<file path="src/rtl/pipe_pkg.sv">
// ---------------------------------------------------------------------------
// pipe_pkg
// Shared definitions for the five-stage MIPS pipeline hazard logic.
//   - MemtoReg writeback-source encodings (WB_*)
//   - forwarding mux select encodings (FWD_*)
//   - multiply-occupancy FSM state type
//   - fwdSel(): forward select for one source register
// ---------------------------------------------------------------------------
package pipe_pkg;

    // Writeback source carried by MemtoReg in the E/M stages
    localparam logic [1:0] WB_ALU = 2'b00;
    localparam logic [1:0] WB_MEM = 2'b01;
    localparam logic [1:0] WB_LO  = 2'b10;
    localparam logic [1:0] WB_HI  = 2'b11;

    // Execute-stage operand select; 2'b11 is never produced
    localparam logic [1:0] FWD_REG = 2'b00;
    localparam logic [1:0] FWD_W   = 2'b01;
    localparam logic [1:0] FWD_M   = 2'b10;

    typedef enum logic {
        MULT_IDLE = 1'b0,
        MULT_BUSY = 1'b1
    } mult_state_t;

    // The memory stage holds the younger result, so it beats writeback.
    // Register 0 is hard-wired to zero and is never forwarded.
    function automatic logic [1:0] fwdSel(
        input logic [4:0] src,
        input logic       regWriteM,
        input logic [4:0] writeRegM,
        input logic       regWriteW,
        input logic [4:0] writeRegW
    );
        logic [1:0] sel;
        sel = FWD_REG;
        if (src != 5'd0 && regWriteM && writeRegM == src) begin
            sel = FWD_M;
        end else if (src != 5'd0 && regWriteW && writeRegW == src) begin
            sel = FWD_W;
        end
        return sel;
    endfunction

endpackage

</file>
<file path="src/rtl/hazard_unit_if.sv">
// ---------------------------------------------------------------------------
// hazard_unit_if
// Hazard handshake between the execute stage and the hazard unit.
//   Execute -> hazard : RsE, RtE, WriteRegE, MultStartE, MultDoneE
//   Hazard -> pipeline: ForwardAE, ForwardBE, FlushE, StallF, StallD, StallE
// modport master : the execute stage side
// modport slave  : the hazard unit side
// ---------------------------------------------------------------------------
interface hazard_unit_if;

    logic [4:0] RsE;
    logic [4:0] RtE;
    logic [4:0] WriteRegE;
    logic       MultStartE;
    logic       MultDoneE;
    logic [1:0] ForwardAE;
    logic [1:0] ForwardBE;
    logic       FlushE;
    logic       StallF;
    logic       StallD;
    logic       StallE;

    modport master (
        output RsE, RtE, WriteRegE, MultStartE, MultDoneE,
        input  ForwardAE, ForwardBE, FlushE, StallF, StallD, StallE
    );

    modport slave (
        input  RsE, RtE, WriteRegE, MultStartE, MultDoneE,
        output ForwardAE, ForwardBE, FlushE, StallF, StallD, StallE
    );

endinterface

</file>
<file path="src/rtl/hazard_unit_mult_tracker.sv">
// ---------------------------------------------------------------------------
// mult_tracker
// Tracks occupancy of the iterative multiplier and watches for a hang.
//   clk, rst    : clock, synchronous active-high reset
//   i_start     : multiply instruction sitting in execute
//   i_done      : multiplier reports completion
//   o_mhold     : hold the pipeline for the in-flight multiply
//   o_timeout   : multiply abandoned this cycle (flush + restart)
//   o_busy      : FSM in BUSY
//   o_err       : sticky flag, a multiply has ever timed out
// ---------------------------------------------------------------------------
module mult_tracker
    import pipe_pkg::*;
#(
    parameter int MULT_TIMEOUT = 64
) (
    input  logic clk,
    input  logic rst,
    input  logic i_start,
    input  logic i_done,
    output logic o_mhold,
    output logic o_timeout,
    output logic o_busy,
    output logic o_err
);

    localparam int CW = (MULT_TIMEOUT > 1) ? $clog2(MULT_TIMEOUT) : 1;
    localparam logic [CW-1:0] LAST = CW'(MULT_TIMEOUT - 1);

    mult_state_t   r_state;
    mult_state_t   w_nextState;
    logic [CW-1:0] r_cnt;
    logic          r_err;
    logic          w_timeout;
    logic          w_mhold;

    // State register plus the BUSY-cycle counter and sticky error flag.
    // The counter is re-armed to zero every IDLE cycle so a fresh multiply
    // always starts counting from zero.
    always_ff @(posedge clk) begin
        if (rst) begin
            r_state <= MULT_IDLE;
            r_cnt   <= '0;
            r_err   <= 1'b0;
        end else begin
            r_state <= w_nextState;
            if (r_state == MULT_IDLE) begin
                r_cnt <= '0;
            end else if (!i_done && !w_timeout) begin
                r_cnt <= r_cnt + CW'(1);
            end
            if (w_timeout) begin
                r_err <= 1'b1;
            end
        end
    end

    // Next-state: completion and timeout both return to IDLE.
    always_comb begin
        w_nextState = r_state;
        case (r_state)
            MULT_IDLE: if (i_start && !i_done) w_nextState = MULT_BUSY;
            MULT_BUSY: if (i_done || w_timeout) w_nextState = MULT_IDLE;
            default:   w_nextState = MULT_IDLE;
        endcase
    end

    // Outputs. A done arriving in the final allowed cycle wins over the
    // watchdog, so the timeout is qualified with !i_done here; that keeps
    // the error, flush and stall all quiet in that cycle.
    always_comb begin
        w_timeout = (r_state == MULT_BUSY) && (r_cnt == LAST) && !i_done;
        w_mhold   = i_start && !i_done && !w_timeout;
    end

    assign o_timeout = w_timeout;
    assign o_mhold   = w_mhold;
    assign o_busy    = (r_state == MULT_BUSY);
    assign o_err     = r_err;

endmodule

</file>
<file path="src/rtl/hazard_unit.sv">
// ---------------------------------------------------------------------------
// hazard_unit
// Hazard controller for the five-stage MIPS pipeline: operand forwarding,
// load-use / branch stalls, multiply occupancy hold and a stall counter.
//   clk, rst          : clock, synchronous active-high reset
//   hz (slave)        : execute-stage hazard handshake (see hazard_unit_if)
//   RsD, RtD, BranchD : decode-stage sources and branch flag
//   RegWriteE, MemtoRegE            : execute-stage write info
//   WriteRegM, RegWriteM, MemtoRegM : memory-stage write info
//   WriteRegW, RegWriteW            : writeback-stage write info
//   ForwardAD/BD      : forward ALUOutM into the decode comparator
//   MultBusy, MultErr : multiply FSM busy / sticky timeout flag
//   StallCount        : saturating count of stalled cycles since reset
// ---------------------------------------------------------------------------
module hazard_unit
    import pipe_pkg::*;
#(
    parameter int MULT_TIMEOUT = 64,
    parameter int CNT_W        = 16
) (
    input  logic             clk,
    input  logic             rst,
    hazard_unit_if.slave     hz,
    input  logic [4:0]       RsD,
    input  logic [4:0]       RtD,
    input  logic             BranchD,
    input  logic             RegWriteE,
    input  logic [1:0]       MemtoRegE,
    input  logic [4:0]       WriteRegM,
    input  logic             RegWriteM,
    input  logic [1:0]       MemtoRegM,
    input  logic [4:0]       WriteRegW,
    input  logic             RegWriteW,
    output logic             ForwardAD,
    output logic             ForwardBD,
    output logic             MultBusy,
    output logic             MultErr,
    output logic [CNT_W-1:0] StallCount
);

    logic             w_lwStall;
    logic             w_brStall;
    logic             w_mhold;
    logic             w_timeout;
    logic             w_stall;
    logic [CNT_W-1:0] r_stallCount;

    mult_tracker #(
        .MULT_TIMEOUT(MULT_TIMEOUT)
    ) u_multTracker (
        .clk      (clk),
        .rst      (rst),
        .i_start  (hz.MultStartE),
        .i_done   (hz.MultDoneE),
        .o_mhold  (w_mhold),
        .o_timeout(w_timeout),
        .o_busy   (MultBusy),
        .o_err    (MultErr)
    );

    assign hz.ForwardAE = fwdSel(hz.RsE, RegWriteM, WriteRegM, RegWriteW, WriteRegW);
    assign hz.ForwardBE = fwdSel(hz.RtE, RegWriteM, WriteRegM, RegWriteW, WriteRegW);

    assign ForwardAD = (RsD != 5'd0) && RegWriteM && (WriteRegM == RsD);
    assign ForwardBD = (RtD != 5'd0) && RegWriteM && (WriteRegM == RtD);

    // A branch resolves in decode, so it must wait for any producer still
    // in execute, and for a load still in memory (its data is not ready
    // for the decode comparator until writeback).
    always_comb begin
        w_lwStall = (MemtoRegE == WB_MEM) && ((hz.RtE == RsD) || (hz.RtE == RtD));
        w_brStall = BranchD &&
                    ((RegWriteE && (hz.WriteRegE != 5'd0) &&
                      ((hz.WriteRegE == RsD) || (hz.WriteRegE == RtD))) ||
                     ((MemtoRegM == WB_MEM) && (WriteRegM != 5'd0) &&
                      ((WriteRegM == RsD) || (WriteRegM == RtD))));
        w_stall   = w_lwStall | w_brStall | w_mhold | w_timeout;
    end

    // A held multiply must not be bubbled by a load/branch flush; only the
    // watchdog is allowed to kill it.
    assign hz.StallF = w_stall;
    assign hz.StallD = w_stall;
    assign hz.StallE = w_mhold;
    assign hz.FlushE = ((w_lwStall | w_brStall) & ~w_mhold) | w_timeout;

    // Saturating stall-cycle counter.
    always_ff @(posedge clk) begin
        if (rst) begin
            r_stallCount <= '0;
        end else if (w_stall && (r_stallCount != {CNT_W{1'b1}})) begin
            r_stallCount <= r_stallCount + CNT_W'(1);
        end
    end

    assign StallCount = r_stallCount;

endmodule

</file>
<file path="src/flat_wrapper.sv">
// flat-port wrapper written by rule: the top's interface ports become plain ports
module hazard_unit_flat import pipe_pkg::*;
#(
    parameter int MULT_TIMEOUT = 64,
    parameter int CNT_W        = 16
)
  (clk, rst, RsD, RtD, BranchD, RegWriteE, MemtoRegE, WriteRegM, RegWriteM, MemtoRegM, WriteRegW, RegWriteW, ForwardAD, ForwardBD, MultBusy, MultErr, StallCount, hz_RsE, hz_RtE, hz_WriteRegE, hz_MultStartE, hz_MultDoneE, hz_ForwardAE, hz_ForwardBE, hz_FlushE, hz_StallF, hz_StallD, hz_StallE);
  hazard_unit_if hz_i ();
  input  logic clk;
  input  logic rst;
  input  logic [4:0] RsD;
  input  logic [4:0] RtD;
  input  logic BranchD;
  input  logic RegWriteE;
  input  logic [1:0] MemtoRegE;
  input  logic [4:0] WriteRegM;
  input  logic RegWriteM;
  input  logic [1:0] MemtoRegM;
  input  logic [4:0] WriteRegW;
  input  logic RegWriteW;
  output logic ForwardAD;
  output logic ForwardBD;
  output logic MultBusy;
  output logic MultErr;
  output logic [CNT_W-1:0] StallCount;
  input wire logic [$bits(hz_i.RsE)-1:0] hz_RsE;
  input wire logic [$bits(hz_i.RtE)-1:0] hz_RtE;
  input wire logic [$bits(hz_i.WriteRegE)-1:0] hz_WriteRegE;
  input wire logic [$bits(hz_i.MultStartE)-1:0] hz_MultStartE;
  input wire logic [$bits(hz_i.MultDoneE)-1:0] hz_MultDoneE;
  output wire logic [$bits(hz_i.ForwardAE)-1:0] hz_ForwardAE;
  output wire logic [$bits(hz_i.ForwardBE)-1:0] hz_ForwardBE;
  output wire logic [$bits(hz_i.FlushE)-1:0] hz_FlushE;
  output wire logic [$bits(hz_i.StallF)-1:0] hz_StallF;
  output wire logic [$bits(hz_i.StallD)-1:0] hz_StallD;
  output wire logic [$bits(hz_i.StallE)-1:0] hz_StallE;
  assign hz_i.RsE = hz_RsE;
  assign hz_i.RtE = hz_RtE;
  assign hz_i.WriteRegE = hz_WriteRegE;
  assign hz_i.MultStartE = hz_MultStartE;
  assign hz_i.MultDoneE = hz_MultDoneE;
  assign hz_ForwardAE = hz_i.ForwardAE;
  assign hz_ForwardBE = hz_i.ForwardBE;
  assign hz_FlushE = hz_i.FlushE;
  assign hz_StallF = hz_i.StallF;
  assign hz_StallD = hz_i.StallD;
  assign hz_StallE = hz_i.StallE;
  hazard_unit #(.MULT_TIMEOUT(MULT_TIMEOUT), .CNT_W(CNT_W)) u_core (.clk(clk), .rst(rst), .hz(hz_i), .RsD(RsD), .RtD(RtD), .BranchD(BranchD), .RegWriteE(RegWriteE), .MemtoRegE(MemtoRegE), .WriteRegM(WriteRegM), .RegWriteM(RegWriteM), .MemtoRegM(MemtoRegM), .WriteRegW(WriteRegW), .RegWriteW(RegWriteW), .ForwardAD(ForwardAD), .ForwardBD(ForwardBD), .MultBusy(MultBusy), .MultErr(MultErr), .StallCount(StallCount));
endmodule
</file>
<file path="config.mk">
export PLATFORM = sky130hd
export DESIGN_NAME = hazard_unit_flat
export DESIGN_NICKNAME = d
export VERILOG_FILES = /design/src/rtl/pipe_pkg.sv /design/src/rtl/hazard_unit_if.sv /design/src/rtl/hazard_unit_mult_tracker.sv /design/src/rtl/hazard_unit.sv /design/src/flat_wrapper.sv
export SDC_FILE = /design/constraint.sdc
export NUM_CORES = 1
export LEC_CHECK = 0
export BUFFER_PORTS_ARGS = -buffer_cell sky130_fd_sc_hd__clkbuf_2
export CAP_MARGIN = 5
export CORE_MARGIN = 2
export CORE_UTILIZATION = 49
export DETAILED_ROUTE_END_ITERATION = 10
export PLACE_DENSITY = 0.8
export SYNTH_ARGS = -nofsm -noshare
export SYNTH_HDL_FRONTEND = slang
export SYNTH_SLANG_ARGS = --single-unit
</file>
<file path="constraint.sdc">
create_clock -name clk -period 2.5 [get_ports clk]
set_clock_uncertainty 0.05 [all_clocks]
set_input_delay 0.125 -clock clk [delete_from_list [all_inputs] [get_ports clk]]
set_output_delay 0.125 -clock clk [all_outputs]
set_load 0.01 [all_outputs]
</file>
Word level (Yosys, flattened, before mapping) --
Cells that the tools add are included.
Storage, ports and cells: input port bits 47, memories kept 0, bits in writable memories 0, flip-flop bits (word level) 24, logic and storage cells 72, ROM bits 0, latch bits 0
Operators by class: add/sub/neg operators 2, multiply operators 0, magnitude comparators 0, shift-type cells 0, muxes and demuxes 7, divide/modulo/power cells 0, eq/ne operators 14, bitwise gates (word level) 7, reductions and logical operators 38
Operators with widths (count):
- 5-bit equality test | 10
- 5-bit nonzero test | 6
- 1-bit logical AND | 24
- 16-bit by 1-bit adder with 16-bit output (second input constant) | 1
- 16-bit inequality test (second input constant) | 1
- 6-bit by 1-bit adder with 6-bit output (second input constant) | 1
- 6-bit equality test (second input constant) | 1
- 1-bit logical OR | 5
- 2-bit by 1-bit equality test with 1-bit output (second input constant) | 2
- 1-bit two-way mux | 4
- 2-bit two-way mux | 2
- 1-bit bitwise OR | 4
- 1-bit zero test | 2
- 1-bit inverter | 2
- 1-bit one-hot mux with 2 select lines | 1
- 2-bit OR reduction | 1
- 1-bit AND | 1

Logic depth before layout (Yosys ltp) --
depth after elaboration 9, depth in mapped cells 9, mapped depth without buffers 8

Hierarchy --
From an unflattened synthesis, not the netlist that was laid out.
Unflattened totals: cells, all modules 247, area, all modules 2018.2 µm²
Modules (own cells, without submodules):
- hazard_unit | cells each 208, times used 1, area an instance 1602.8 µm²
- mult_tracker | cells each 39, times used 1, area an instance 415.4 µm²

Least setup slack after synthesis --
No wires, ideal clock.
path kind input to register, start in WriteRegM[2], end reg u_core.r_stallCount[3] (netlist: u_core.StallCount[3]), setup slack 0.377 ns, setup time 0.121 ns, buffers on the path 2, data arrival time 1.952 ns, stages 8, required time 2.329 ns, cells stage by stage buf_2 > or4_1 > o2111ai_2 > a21oi_2 > nor4_4 > buf_6 > nor3_1 > mux2_4
Between the ends: longest elaborated chain between the ends 9, elaborated cells on any way between the ends 12
RTL lines:
- from (decl) | line flat_wrapper.sv:16 | input logic [4:0] WriteRegM;
- 5-bit equality test or 5-bit nonzero test (tied branches) | line hazard_unit.sv:76, hazard_unit.sv:75
- 1-bit logical OR or 1-bit logical AND (tied branches) | line hazard_unit.sv:76, hazard_unit.sv:75
- 1-bit logical AND (*) | line hazard_unit.sv:75 | ((MemtoRegM == WB_MEM) && (WriteRegM != 5'd0) &&
- 1-bit logical OR (*) | line hazard_unit.sv:74 | ((hz.WriteRegE == RsD) || (hz.WriteRegE == RtD))) ||
- 1-bit logical AND (*) | line hazard_unit.sv:72 | w_brStall = BranchD &&
- 1-bit bitwise OR (*) (3 in series) | line hazard_unit.sv:77 | w_stall = w_lwStall | w_brStall | w_mhold | w_timeout;
- 1-bit logical AND (*) | line hazard_unit.sv:91 | end else if (w_stall && (r_stallCount != {CNT_W{1'b1}})) begin
- to (signal assigned) | line hazard_unit.sv:92 | r_stallCount <= r_stallCount + CNT_W'(1);
- to (decl) | line hazard_unit.sv:46 | logic [CNT_W-1:0] r_stallCount;
Mark *: on every way between the ends. The rest lies on a longest branch, timed or not. A chain may end at the register's enable or synchronous reset.

Worst setup path after layout --
start reg u_core.u_multTracker.r_cnt[0], end reg u_core.r_stallCount[4] (netlist: u_core.StallCount[4])
Between the ends: longest elaborated chain between the ends 8
RTL lines:
- from (decl) | line hazard_unit_mult_tracker.sv:32 | logic [CW-1:0] r_cnt;
- from (signal assigned) | line hazard_unit_mult_tracker.sv:50 | r_cnt <= r_cnt + CW'(1);
- 6-bit equality test (*) | line hazard_unit_mult_tracker.sv:72 | w_timeout = (r_state == MULT_BUSY) && (r_cnt == LAST) && !i_done;
- 1-bit logical AND (*) (2 in series) | line hazard_unit_mult_tracker.sv:72
- 1-bit zero test | line hazard_unit_mult_tracker.sv:73 | w_mhold = i_start && !i_done && !w_timeout;
- 1-bit logical AND | line hazard_unit_mult_tracker.sv:73
- 1-bit bitwise OR | line hazard_unit.sv:77
- 1-bit bitwise OR (*) | line hazard_unit.sv:77
- 1-bit logical AND (*) | line hazard_unit.sv:91
Marks and branches as above.

==> metrics.md <==
| Metric | Value |
|---|---|
| Status | `finished clean` |
| Worst reg2reg endpoint | `u_core.StallCount[4]` |
| Setup violators final | `0` |
| Yosys warnings | `0` |
| Mean Syn Cell Area | `roughly 7.8 um^2` |
| CTS HTree Levels | `1` |
| Crit Path Max Fanout | `26` |
| Synth area leader | `dfxtp_1` |
| Number of port buffers | `74` |
| Top post-synthesis cells by area | `dfxtp_1 24%, xnor2_1 14%, xor2_1 11%` |
| Clock transition at path regs | `90 ps` |
| ANT nets after route | `0` |
| Worst Tran Pin Value | `roughly 500 ps` |
| TritonCTS clock tree | `done` |
| Post-Syn Nets | `301` |
| Final Cell Area | `2420 um^2` |
| Root Buffer | `clkbuf_8` |
| CTS Buf Count | `3` |
| DRC errors left | `0` |
| DP Area | `2350 um^2` |
| FF+latch count, synth | `24` |
| Crit-path max cell delay | `400 ps` |
| Crit path DAT | `2450 ps` |
| Worst slew margin | `0.669` |
| WL/cell | `13.6 um` |
| Leak | `just under 1 nW` |
| GRT Util Overall | `0.229` |
| Type of the worst setup path | `flop to flop` |
| ANT cells | `0` |
| Power Total | `approximately 0.95 mW` |
| Post-CTS Setup Repair Bufs | `0` |
| Peak supply drop | `0.434 mV` |
| Vias per inst | `5.54` |
| Clock sink count | `24` |
| Most common cell after layout, fill and taps aside | `clkbuf_2` |
| Sequential-to-total area share from yosys stat | `0.245` |
| Core Region | `3740 um^2` |
| Largest delay contributor family on the critical path | `simple AND/OR/NAND/NOR gates` |
| Layout cells sized above 1 | `0.293` |
| Initial Util | `0.524` |
| Mapped Area | `between 1500 and 2000 um^2` |
| Reg2reg setup slack | `about 150 ps` |
| Hold path depth | `3` |
| Global route overflow | `0` |
| Mapped Cells | `252` |
| Iter 0 DRT Violations | `73` |
| Worst setup slack after layout | `roughly 150 ps` |
| First-pass GRT wire length | `8170 um` |
| Reg2Reg Depth | `8` |
| Die X | `67.3 um` |
| Worst hold path class | `input pin to flop` |
| Power Dens Cells | `391 nW/um^2` |
| Clk Latency, worst-skew pair | `270 ps` |
| Post-layout util | `0.647` |
| Clock tree buffer depth | `2` |
| Unique masters post-synth | `34` |
| Routed via count | `2021` |
| Hold Vio Cnt, Final | `0` |
| CP Launch Type | `flop` |
| Buffers plus inverters on the worst setup path | `1` |
| Die height | `67.3 um` |
| Slowest CP cell | `dfxtp_1` |
| Num rows | `22` |
| Min cycle time layout | `2350 ps` |
| Number of detailed-route iterations in the first pass | `4` |
| Final net count | `roughly 370` |
| Largest net degree at the start of global routing | `27` |
| Synth-to-Final Area Change | `23.5%` |
| Setup TNS | `0 ps` |
| Crit. Startpoint | `u_core.u_multTracker.r_cnt[0]` |
| Required @ worst endpoint | `2600 ps` |
| Max Cap Viol | `0` |
| Hold wc startpoint | `hz_MultStartE` |
| Slew Viols, Final | `0` |
| Gpl congestion | `0.932` |
| Initial antenna violation count | `0` |
| Unrepaired setup endpoints after global routing | `false` |
| Pre-CTS WS | `between 100 and 150 ps` |
| Final Cycle Share | `0.938` |
| Vias in the first global route | `1864` |
| Synth top area share | `0.245` |
| Most frequent cells in the layout | `74 x clkbuf_2, 31 x xnor2_1, 26 x nor2_1` |
| Ports | `75` |
| Hold EP | `u_core.u_multTracker.o_busy` |
| DIE AREA | `4530 um^2` |
| RR Startpoint | `u_core.u_multTracker.r_cnt[0]` |
| Levels on crit path | `8` |
| WL final | `4950 um` |
| Critical Path, Cell by Cell | `ha_1 -> nand2_1 -> or3_1 -> a21oi_2 -> nor4_4 -> buf_12 -> nor4b_1 -> mux2_2` |
| Critical path endpoint category | `flop` |
| Dpl hpwl | `3900 um` |
| Max Freq | `426 MHz` |
[worst max-delay path by stage]
stage / to / slack, ps
6_report: u_core.StallCount[4] / 150
5_1_grt: u_core.StallCount[6] / 10
3_5_place_dp: u_core.StallCount[6] / 140
4_1_cts: u_core.StallCount[4] / 100
3_3_place_gp: u_core.StallCount[4] / 200
2_1_floorplan: u_core.StallCount[3] / 380
[Yosys cell counts (all sizes together)]
master,n
a21oi,13
and3,4
buf,7
clkbuf,10
dfxtp,24
ha,2
inv,3
mux2,7
mux2i,1
nand2,17
nand2b,2
nand3,12
nand3b,1
nand4,9
nor2,26
nor2b,7
nor3,13
nor4,7
nor4b,1
o2111ai,1
o211ai,1
o21ai,9
o31ai,3
o32ai,1
or3,8
or4,8
xnor2,31
xor2,24
[flip-flops by register name, summed over array words and instances, names as in the netlist]
| signal | cells |
|---|---|
| u_core.u_multTracker.r_cnt | 6 |
| u_core.u_multTracker.o_busy | 1 |
| u_core.u_multTracker.o_err | 1 |
| u_core.StallCount | 16 |
[cell families after synthesis]
kind of cell | count (synthesis) | share of synthesized area
and+or+nand+nor | 115 | 0.311
adders and majority gates | 2 | 0.0128
AOI/OAI and AO/OA | 28 | 0.0855
DFF | 24 | 0.245
buffers and inverters | 20 | 0.0497
muxes | 8 | 0.0510
xor gates and xnor gates | 55 | 0.246
[worst min-delay path, delay by kind of cell]
kind	cells	cell delay (ps)
buffers and inverters	1	90
AND/OR/NAND/NOR	2	130
[metrics by stage]
step                      instances  hold slack (ps)
after detailed placement        361              356
after global routing            365             95.1
final                           365             65.0
after floorplan                 252              239
after global placement          361              340
after CTS                       365             59.6
[where the power goes]
group	switching, mW	internal (mW)
registers	0.00480	0.385
logic	0.115	0.0990
clock network	0.129	0.214
[per-layer routing]
metal  global-route usage  part of all wire  vias to the layer above
met3               0.0383             0.067                       11
li1                     -                 -                     1008
met4               0.0612             0.015                        0
met2                0.417              0.49                       69
met1                0.278              0.43                      933
met5                    0                 0                        -
[cell type report]
cell class              count  area, um^2
clock inverters             1        30.0
multi-input cells         208        1390
well taps                  48        60.1
repair buffers             78         413
inverters                   3        11.3
fillers                   353        1320
clock buffers               3        41.3
flip-flops and latches     24         480
[repair_timing]
| action | 4_1_cts | 5_1_grt |
|---|---|---|
| gates resized for setup | 0 | 1 |
| hold buffers | 0 | 0 |
| setup endpoints to repair | 0 | 4 |
Note: power is estimated with default switching activity, not from simulation.
